<file path="src/rtl/evo_scheduler.sv">
// rtl/evo_scheduler.sv - Game-of-Life generation scheduler: programmable tick, run/pause/step/clear FSM
// Hands generations to the round engine via evo_start/round_done and owns the ping-pong bank select.
module evo_scheduler #(
  parameter int BASE_PERIOD = 10_000_000,
  parameter int SPEED_W     = 2,
  parameter int CNT_W       = 32,
  parameter int GEN_W       = 16
) (
  input  logic               clk_vga,
  input  logic               reset_btn,
  input  logic               start,
  input  logic               pause,
  input  logic               clear,
  input  logic               step,
  input  logic [SPEED_W-1:0] speed,
  input  logic               round_done,
  output logic               evo_start,
  output logic               bank_sel,
  output logic               busy,
  output logic [1:0]         state,
  output logic [GEN_W-1:0]   gen_count,
  output logic               overrun
);

  localparam logic [1:0] ST_IDLE  = 2'd0;
  localparam logic [1:0] ST_RUN   = 2'd1;
  localparam logic [1:0] ST_PAUSE = 2'd2;
  localparam logic [1:0] ST_STEP  = 2'd3;

  // One extra bit so BASE_PERIOD itself need not fit in the counter.
  localparam logic [CNT_W:0] BASE_EXT = (CNT_W+1)'(BASE_PERIOD);

  logic [CNT_W-1:0] cnt;
  logic             discard;
  logic [CNT_W:0]   period_shr;
  logic [CNT_W-1:0] period_m1;
  logic             tick_due;
  logic             can_issue;
  logic             done_ok;

  assign period_shr = BASE_EXT >> speed;
  assign period_m1  = (period_shr == '0) ? '0 : CNT_W'(period_shr - 1'b1);
  assign tick_due   = (cnt >= period_m1);
  // A round_done landing with a tick frees the engine for that same tick.
  assign can_issue  = (!busy || round_done) && !evo_start;
  assign done_ok    = round_done && busy;

  always_ff @(posedge clk_vga or posedge reset_btn) begin
    if (reset_btn) begin
      state     <= ST_IDLE;
      cnt       <= '0;
      gen_count <= '0;
      evo_start <= 1'b0;
      busy      <= 1'b0;
      bank_sel  <= 1'b0;
      overrun   <= 1'b0;
      discard   <= 1'b0;
    end else begin
      evo_start <= 1'b0;

      if (done_ok) begin
        busy <= 1'b0;
        if (discard) begin
          discard <= 1'b0;
        end else begin
          bank_sel  <= ~bank_sel;
          gen_count <= gen_count + 1'b1;
        end
      end

      if (clear) begin
        state     <= ST_IDLE;
        cnt       <= '0;
        gen_count <= '0;
        bank_sel  <= 1'b0;
        overrun   <= 1'b0;
        // An in-flight generation belongs to the old world; swallow its done.
        discard   <= busy && !round_done;
      end else begin
        case (state)
          ST_IDLE: begin
            if (pause) begin
              state <= ST_IDLE;
            end else if (start) begin
              if (!discard) begin
                state <= ST_RUN;
                cnt   <= '0;
              end
            end else if (step && !busy) begin
              state     <= ST_STEP;
              evo_start <= 1'b1;
              busy      <= 1'b1;
            end
          end

          ST_RUN: begin
            if (pause) begin
              state <= ST_PAUSE;
            end else if (tick_due) begin
              cnt <= '0;
              if (can_issue) begin
                evo_start <= 1'b1;
                busy      <= 1'b1;
              end else begin
                overrun <= 1'b1;
              end
            end else begin
              cnt <= cnt + 1'b1;
            end
          end

          ST_PAUSE: begin
            if (pause) begin
              state <= ST_PAUSE;
            end else if (start) begin
              state <= ST_RUN;
            end else if (step && !busy) begin
              state     <= ST_STEP;
              evo_start <= 1'b1;
              busy      <= 1'b1;
            end
          end

          default: begin
            if (done_ok) begin
              state <= ST_PAUSE;
            end
          end
        endcase
      end
    end
  end

endmodule

</file>
<file path="config.mk">
export PLATFORM = sky130hd
export DESIGN_NAME = evo_scheduler
export DESIGN_NICKNAME = d
export VERILOG_FILES = /design/src/rtl/evo_scheduler.sv
export SDC_FILE = /design/constraint.sdc
export NUM_CORES = 1
export LEC_CHECK = 0
export CAP_MARGIN = 25
export CORE_UTILIZATION = 59
export DETAILED_ROUTE_END_ITERATION = 10
export PLACE_DENSITY = 0.88
export RECOVER_POWER = 100
export SYNTH_ARGS = -nofsm -noshare
export SYNTH_HDL_FRONTEND = slang
export SYNTH_SLANG_ARGS = --single-unit
</file>
<file path="constraint.sdc">
create_clock -name clk_vga -period 3.45 [get_ports clk_vga]
set_clock_uncertainty 0.05 [all_clocks]
set_input_delay 0.69 -clock clk_vga [delete_from_list [all_inputs] [get_ports clk_vga]]
set_output_delay 0.69 -clock clk_vga [all_outputs]
set_load 0.005 [all_outputs]
</file>
# ---- Word-level counts from Yosys, hierarchy flattened
# Index checks and enable logic that the tools add are counted.
dict set report op_classes {
  n_eq_ne 11
  n_addsub 3
  n_bitwise 1
  shift 1
  n_reduce_logical 20
  mux 48
  n_lt_le_gt_ge 1
}
# operator n
set ops {}
lappend ops {{32-bit 2-to-1 mux} 7}
lappend ops {{32-bit case mux with 2 select lines} 1}
lappend ops {{16-bit 2-to-1 mux} 3}
lappend ops {{33-bit zero test} 1}
lappend ops {{24-bit by 2-bit right shift with 33-bit output (first input constant)} 1}
lappend ops {{32-bit by 1-bit adder with 32-bit output (second input constant)} 1}
lappend ops {{32-bit >= comparator} 1}
lappend ops {{32-bit by 1-bit subtractor with 32-bit output (second input constant)} 1}
lappend ops {{1-bit 2-to-1 mux} 25}
lappend ops {{2-bit 2-to-1 mux} 9}
lappend ops {{16-bit by 1-bit adder with 16-bit output (second input constant)} 1}
lappend ops {{3-bit != test (second input constant)} 5}
lappend ops {{2-bit case mux with 3 select lines} 1}
lappend ops {{2-bit nonzero test} 3}
lappend ops {{5-bit != test (second input constant)} 1}
lappend ops {{5-bit AND reduction} 1}
lappend ops {{5-bit nonzero test} 1}
lappend ops {{1-bit logical AND} 4}
lappend ops {{2-bit != test (second input constant)} 2}
lappend ops {{1-bit case mux with 2 select lines} 2}
lappend ops {{4-bit AND reduction} 1}
lappend ops {{1-bit zero test} 3}
lappend ops {{3-bit AND reduction} 1}
lappend ops {{3-bit nonzero test} 1}
lappend ops {{8 further kinds} 8}
dict set report word_totals {
  register_bits 55
}

# ---- Longest topological paths before layout
dict set report logic_depth {
  ltp_word 8
  ltp_mapped 16
  depth_no_buf 15
}

# ---- Least setup slack after synthesis
# OpenSTA, ideal clock, no wires.
dict set report synth_timing {
  path_type {input to register}
  startpoint {input port speed[1]}
  endpoint {register cnt[15]}
  arrival_time_ns 3.408
  stages 14
  path_slack_ns -0.073
  n_path_buf 1
  setup_time_ns 0.065
  path_cell_list {inv_1 -> ha_1 -> nor2_1 -> nand2_1 -> nor3_1 -> nand4_1 -> ha_1 -> nand2b_1 -> a2111oi_0 -> o32a_1 -> a21oi_4 -> nor3_4 -> buf_6 -> o21a_1}
}
dict set report synth_via {
  elab_chain_len 8
  word_cells_on_any_way 9
  cone_classes {add/sub: 1; order compare: 1; shift: 1; mux: 5; reduce/logical: 1}
}
# item line_no
set synth_lines {}
lappend synth_lines {{start: declaration} 15} ;# input logic [SPEED_W-1:0] speed,
lappend synth_lines {{24-bit by 2-bit right shift with 33-bit output (*)} 41} ;# assign period_shr = BASE_EXT >> speed;
lappend synth_lines {{32-bit by 1-bit subtractor with 32-bit output or 33-bit zero test (tied branches)} 42} ;# assign period_m1 = (period_shr == '0) ? '0 : CNT_W'(period_shr - 1'b1);
lappend synth_lines {{32-bit 2-to-1 mux (*)} 42}
lappend synth_lines {{32-bit >= comparator (*)} 43} ;# assign tick_due = (cnt >= period_m1);
lappend synth_lines {{32-bit 2-to-1 mux (*)} 99} ;# end else if (tick_due) begin
lappend synth_lines {{32-bit 2-to-1 mux (*)} 97} ;# if (pause) begin
lappend synth_lines {{32-bit case mux with 2 select lines (*)} 80} ;# case (state)
lappend synth_lines {{32-bit 2-to-1 mux (*)} 71} ;# if (clear) begin
lappend synth_lines {{end signal: assignment} 108} ;# cnt <= cnt + 1'b1;
lappend synth_lines {{end: declaration} 33} ;# logic [CNT_W-1:0] cnt;
# Mark *: on every way between the ends. The rest lies on a longest branch, timed or not. The select of a mux whose other input is x is not followed.
# A chain may end at the register's enable or synchronous reset.

# ---- Worst setup path after layout
dict set report layout_timing {
  startpoint {input port speed[1]}
  endpoint {register cnt[0]}
}
# Same word-level chain as after synthesis.

==> flow_summary_export.csv <==
group,metric,value,unit
synthesis,ys_seq_area_frac,0.350,
synthesis,post_synth.cell_area_avg,9.13,um^2
run_status,status,"finished clean",
run,maxCapViolCount,0,
power,totalPowerFinal,1.42,mW
cts,clockBufferDepth,2,
cells_and_area,filler_cell_count,405,
routing,num_vias,3576,
synthesis,synth_adder_area_share,0.150,
sta,timing.hold.ws,478,ps
cts,postCtsHoldBufs,0,
sta,worst_pin_slew,1010,ps
cts,tritoncts,"done",
synthesis,synth_top_flop_cell,"dfrtp_1",
routing,detail-route-antenna-nets,0,
floorplanning,core_outline_area,0.00639,mm^2
sta,hold_viol,0,
cells_and_area,final_design_area_no_fill,0.00503,mm^2
synthesis,synth_enable_flop_cells,0,
cells_and_area,drive_gt1_frac,0.174,
sta,setup_viol,0,
worst_setup_path,crit_slowest_cell,"nor3_4",
routing,drt_pre_antenna_iters,5,
floorplanning,design.portCount,31,
cells_and_area,finish.utilization,0.788,
sta,tcrit_tclk_final,0.996,
synthesis,yosys_warning_count,0,
floorplanning,start_util,0.615,
floorplanning,die-height,83.6,um
synthesis,synthArstFlopShare,1.00,
worst_setup_path,critical_path_peak_fanout,8,
synthesis,yosys_reg_bits,55,
global_route,track_usage,0.291,
placement,io_buffers,30,
sta,grt_setup_unrepaired,"true",
cts,cts_made_buffers,5,
worst_setup_path,cp-end-kind,"flip-flop",
worst_setup_path,timing.critical_path.from_type,"input pin",
global_route,number_of_global_route_vias_before_repair,3460,
placement,placed_cells,565,
cts,clock_sinks,55,
placement,place_hpwl,7.10,mm
synthesis,synth_compound_gate_area_share,0.158,
global_route,number_of_antenna_violations_at_the_first_check_in_global_routing,0,
routing,routedWlPerCell,17.7,um
synthesis,synth.distinct_cells,53,
sta,timing.final.crit_period,3440,ps
worst_setup_path,critPathArrivalTime,3650,ps
cts,ctsHtreeMaxLevel,2,
min_path,hp-class,"reg2reg",
worst_setup_path,crit_path_cell_trace,"buf_8 -> buf_8 -> ha_4 -> nor2b_4 -> nand2_2 -> nor3_2 -> nand4_1 -> buf_4 -> buf_6 -> buf_6 -> inv_4 -> ha_4 -> a2111oi_4 -> o32a_1 -> a21oi_4 -> buf_6 -> nor3_4 -> mux2_4",
cells_and_area,diodes,0,
global_route,maximum_number_of_pins_on_one_net_before_global_route_repair,24,
floorplanning,fp.dieW,83.6,um
sta,timing.fmax,291,MHz
worst_setup_path,critical_path_max_stage_delay,360,ps
floorplanning,die_area,0.00699,mm^2
synthesis,syn_inst,430,
synthesis,syn_area,0.00393,mm^2
synthesis,synth-simple-area-share,0.216,
sta,maxSlewViolCount,0,
placement,gp_congestion,0.859,
synthesis,dominant_combinational_cell_family_by_area_after_synthesis,"simple AND/OR/NAND/NOR gates",
worst_setup_path,cp_common_cell,"buf_6",
synthesis,synth_xor_xnor_area_share,0.0781,
worst_setup_path,worstSetupPathType,"in2reg",
cells_and_area,fin_nets,561,
cts,path_clk_slew,100,ps
synthesis,synthMuxAreaShare,0.0108,
routing,routed_via_count_divided_by_cell_count,6.13,
cells_and_area,final_cells,583,
worst_setup_path,critical_path_required,3660,ps
global_route,global_route_wire_length_before_repair,16.5,mm
routing,drt_iter0_markers,235,
placement,postPlaceCellArea,0.00456,mm^2
cells_and_area,syn2layout_area_growth,28.1,%
sta,slew_headroom,0.324,
floorplanning,rows,29,
routing,route.detailed.drc,0,
cts,cts_root_buffer,"clkbuf_8",
power,power-per-cell-area,282,mW/mm^2
power,irDropWorstVdd,0.362,mV
power,leakage_component_of_the_power,2.39,nW
global_route,grt_overflow_total,0,
cts,insertion_delay,310,ps
routing,detail_route.wirelength,10.3,mm
## state kept, by name (all words and copies together) (netlist names)
signal,cells
cnt,32
gen_count,16
state,2
bank_sel,1
busy,1
discard,1
evo_start,1
overrun,1
## layout by cell type, fill, tap and decap left out, types with 7 or more instances in the layout
cell type / synthesis / routed
a21o_1: 7 / 7
a21oi_1: 17 / 17
and3_1: 7 / 7
buf_4: 0 / 30
buf_6: 2 / 10
dfrtp_1: 55 / 55
dlygate4sd3_1: 0 / 25
ha_1: 47 / 36
ha_4: 0 / 10
inv_1: 23 / 19
nand2_1: 36 / 34
nand3_1: 13 / 13
nand4_1: 16 / 16
nor2_1: 48 / 46
nor3_1: 8 / 7
o21a_1: 21 / 21
o21ai_0: 9 / 9
xnor2_1: 14 / 14
xor2_1: 21 / 21
## path summary, 6_finish.rpt
kind / end / startpoint / cells after the start / slack, ps
worst max-delay path: cnt[0] / speed[1] / 18 / 10
worst min register to register: overrun / overrun / 2 / 480
worst max register to register: cnt[6] / cnt[15] / 9 / 740
min in group asynchronous: cnt[7] / reset_btn / 2 / 930
worst min-delay path: overrun / overrun / 2 / 480
max in group asynchronous: gen_count[14] / reset_btn / 3 / 1020
## power breakdown
part | switching, mW | internal [mW] | leakage, nW
logic | 0.210 | 0.162 | 1.58
clock network | 0.219 | 0.146 | 0.0418
registers | 0.0201 | 0.660 | 0.766
total | 0.450 | 0.968 | 2.39
## cell usage after synthesis, drive strengths merged, types with 5 or more instances
library cell	number	area [um^2]
dfrtp	55	1380
xnor2	14	123
nand2	36	135
o21ai	11	55.1
a21o	7	52.6
o21a	21	158
a22o	6	52.6
nor3	11	76.3
buf	5	36.3
a21oi	18	101
ha	47	588
nand3	13	65.1
nor4	5	31.3
xor2	21	184
nor2	48	180
nand4	16	100
clkbuf	5	18.8
a211oi	5	37.5
nand2b	8	50.1
or4	5	37.5
inv	23	86.3
and3	7	43.8
## final cells by class
type	count	area (um^2)	share of cell area
multi-input cells	346	2690	0.535
flip-flops and latches	55	1380	0.274
repair buffers	74	679	0.135
inverters	23	97.6	0.0194
well taps	77	96.3	0.0192
clock buffers	6	72.6	0.0144
clock inverters	2	16.3	0.00323
## routing by layer
metal	wire, um	vias up	global-route usage
li1	-	1688	-
met1	4190	1724	0.379
met2	5340	140	0.504
met5	0	-	0
met4	219	0	0.0740
met3	575	24	0.0465
## metrics by stage
step / setup slack [ps] / TNS (ps)
after global placement: -844 / -26570
after global routing: -99.5 / -1400
after floorplan: 12.1 / 0
after detailed placement: -980 / -31410
after CTS: -28.3 / -28.8
final: 13.6 / 0
## critical path: cells and delay by family
kind,cells,cell delay [ps]
buffers and inverters,7,860
and+or+nand+nor,5,840
AOI/OAI and AO/OA,3,660
adders and majority gates,2,360
muxes,1,220
## repair_timing
item,in CTS,in global routing
buffers inserted,6,4
gates resized for setup,36,34
setup endpoints to repair,35,35
pin swaps,17,17
## cells by family (layout without fill, tap and decap cells)
family                   after synthesis  count (layout)
other                                  1               5
flip-flops                            55              55
multiplexers                           4               4
AND/OR/NAND/NOR                      167             167
buffers and inverters                 33             105
XOR/XNOR                              35              35
AO/OA/AOI/OAI                         88              88
adder cells (fa/ha/maj)               47              47
(Power assumes the default switching activity.)
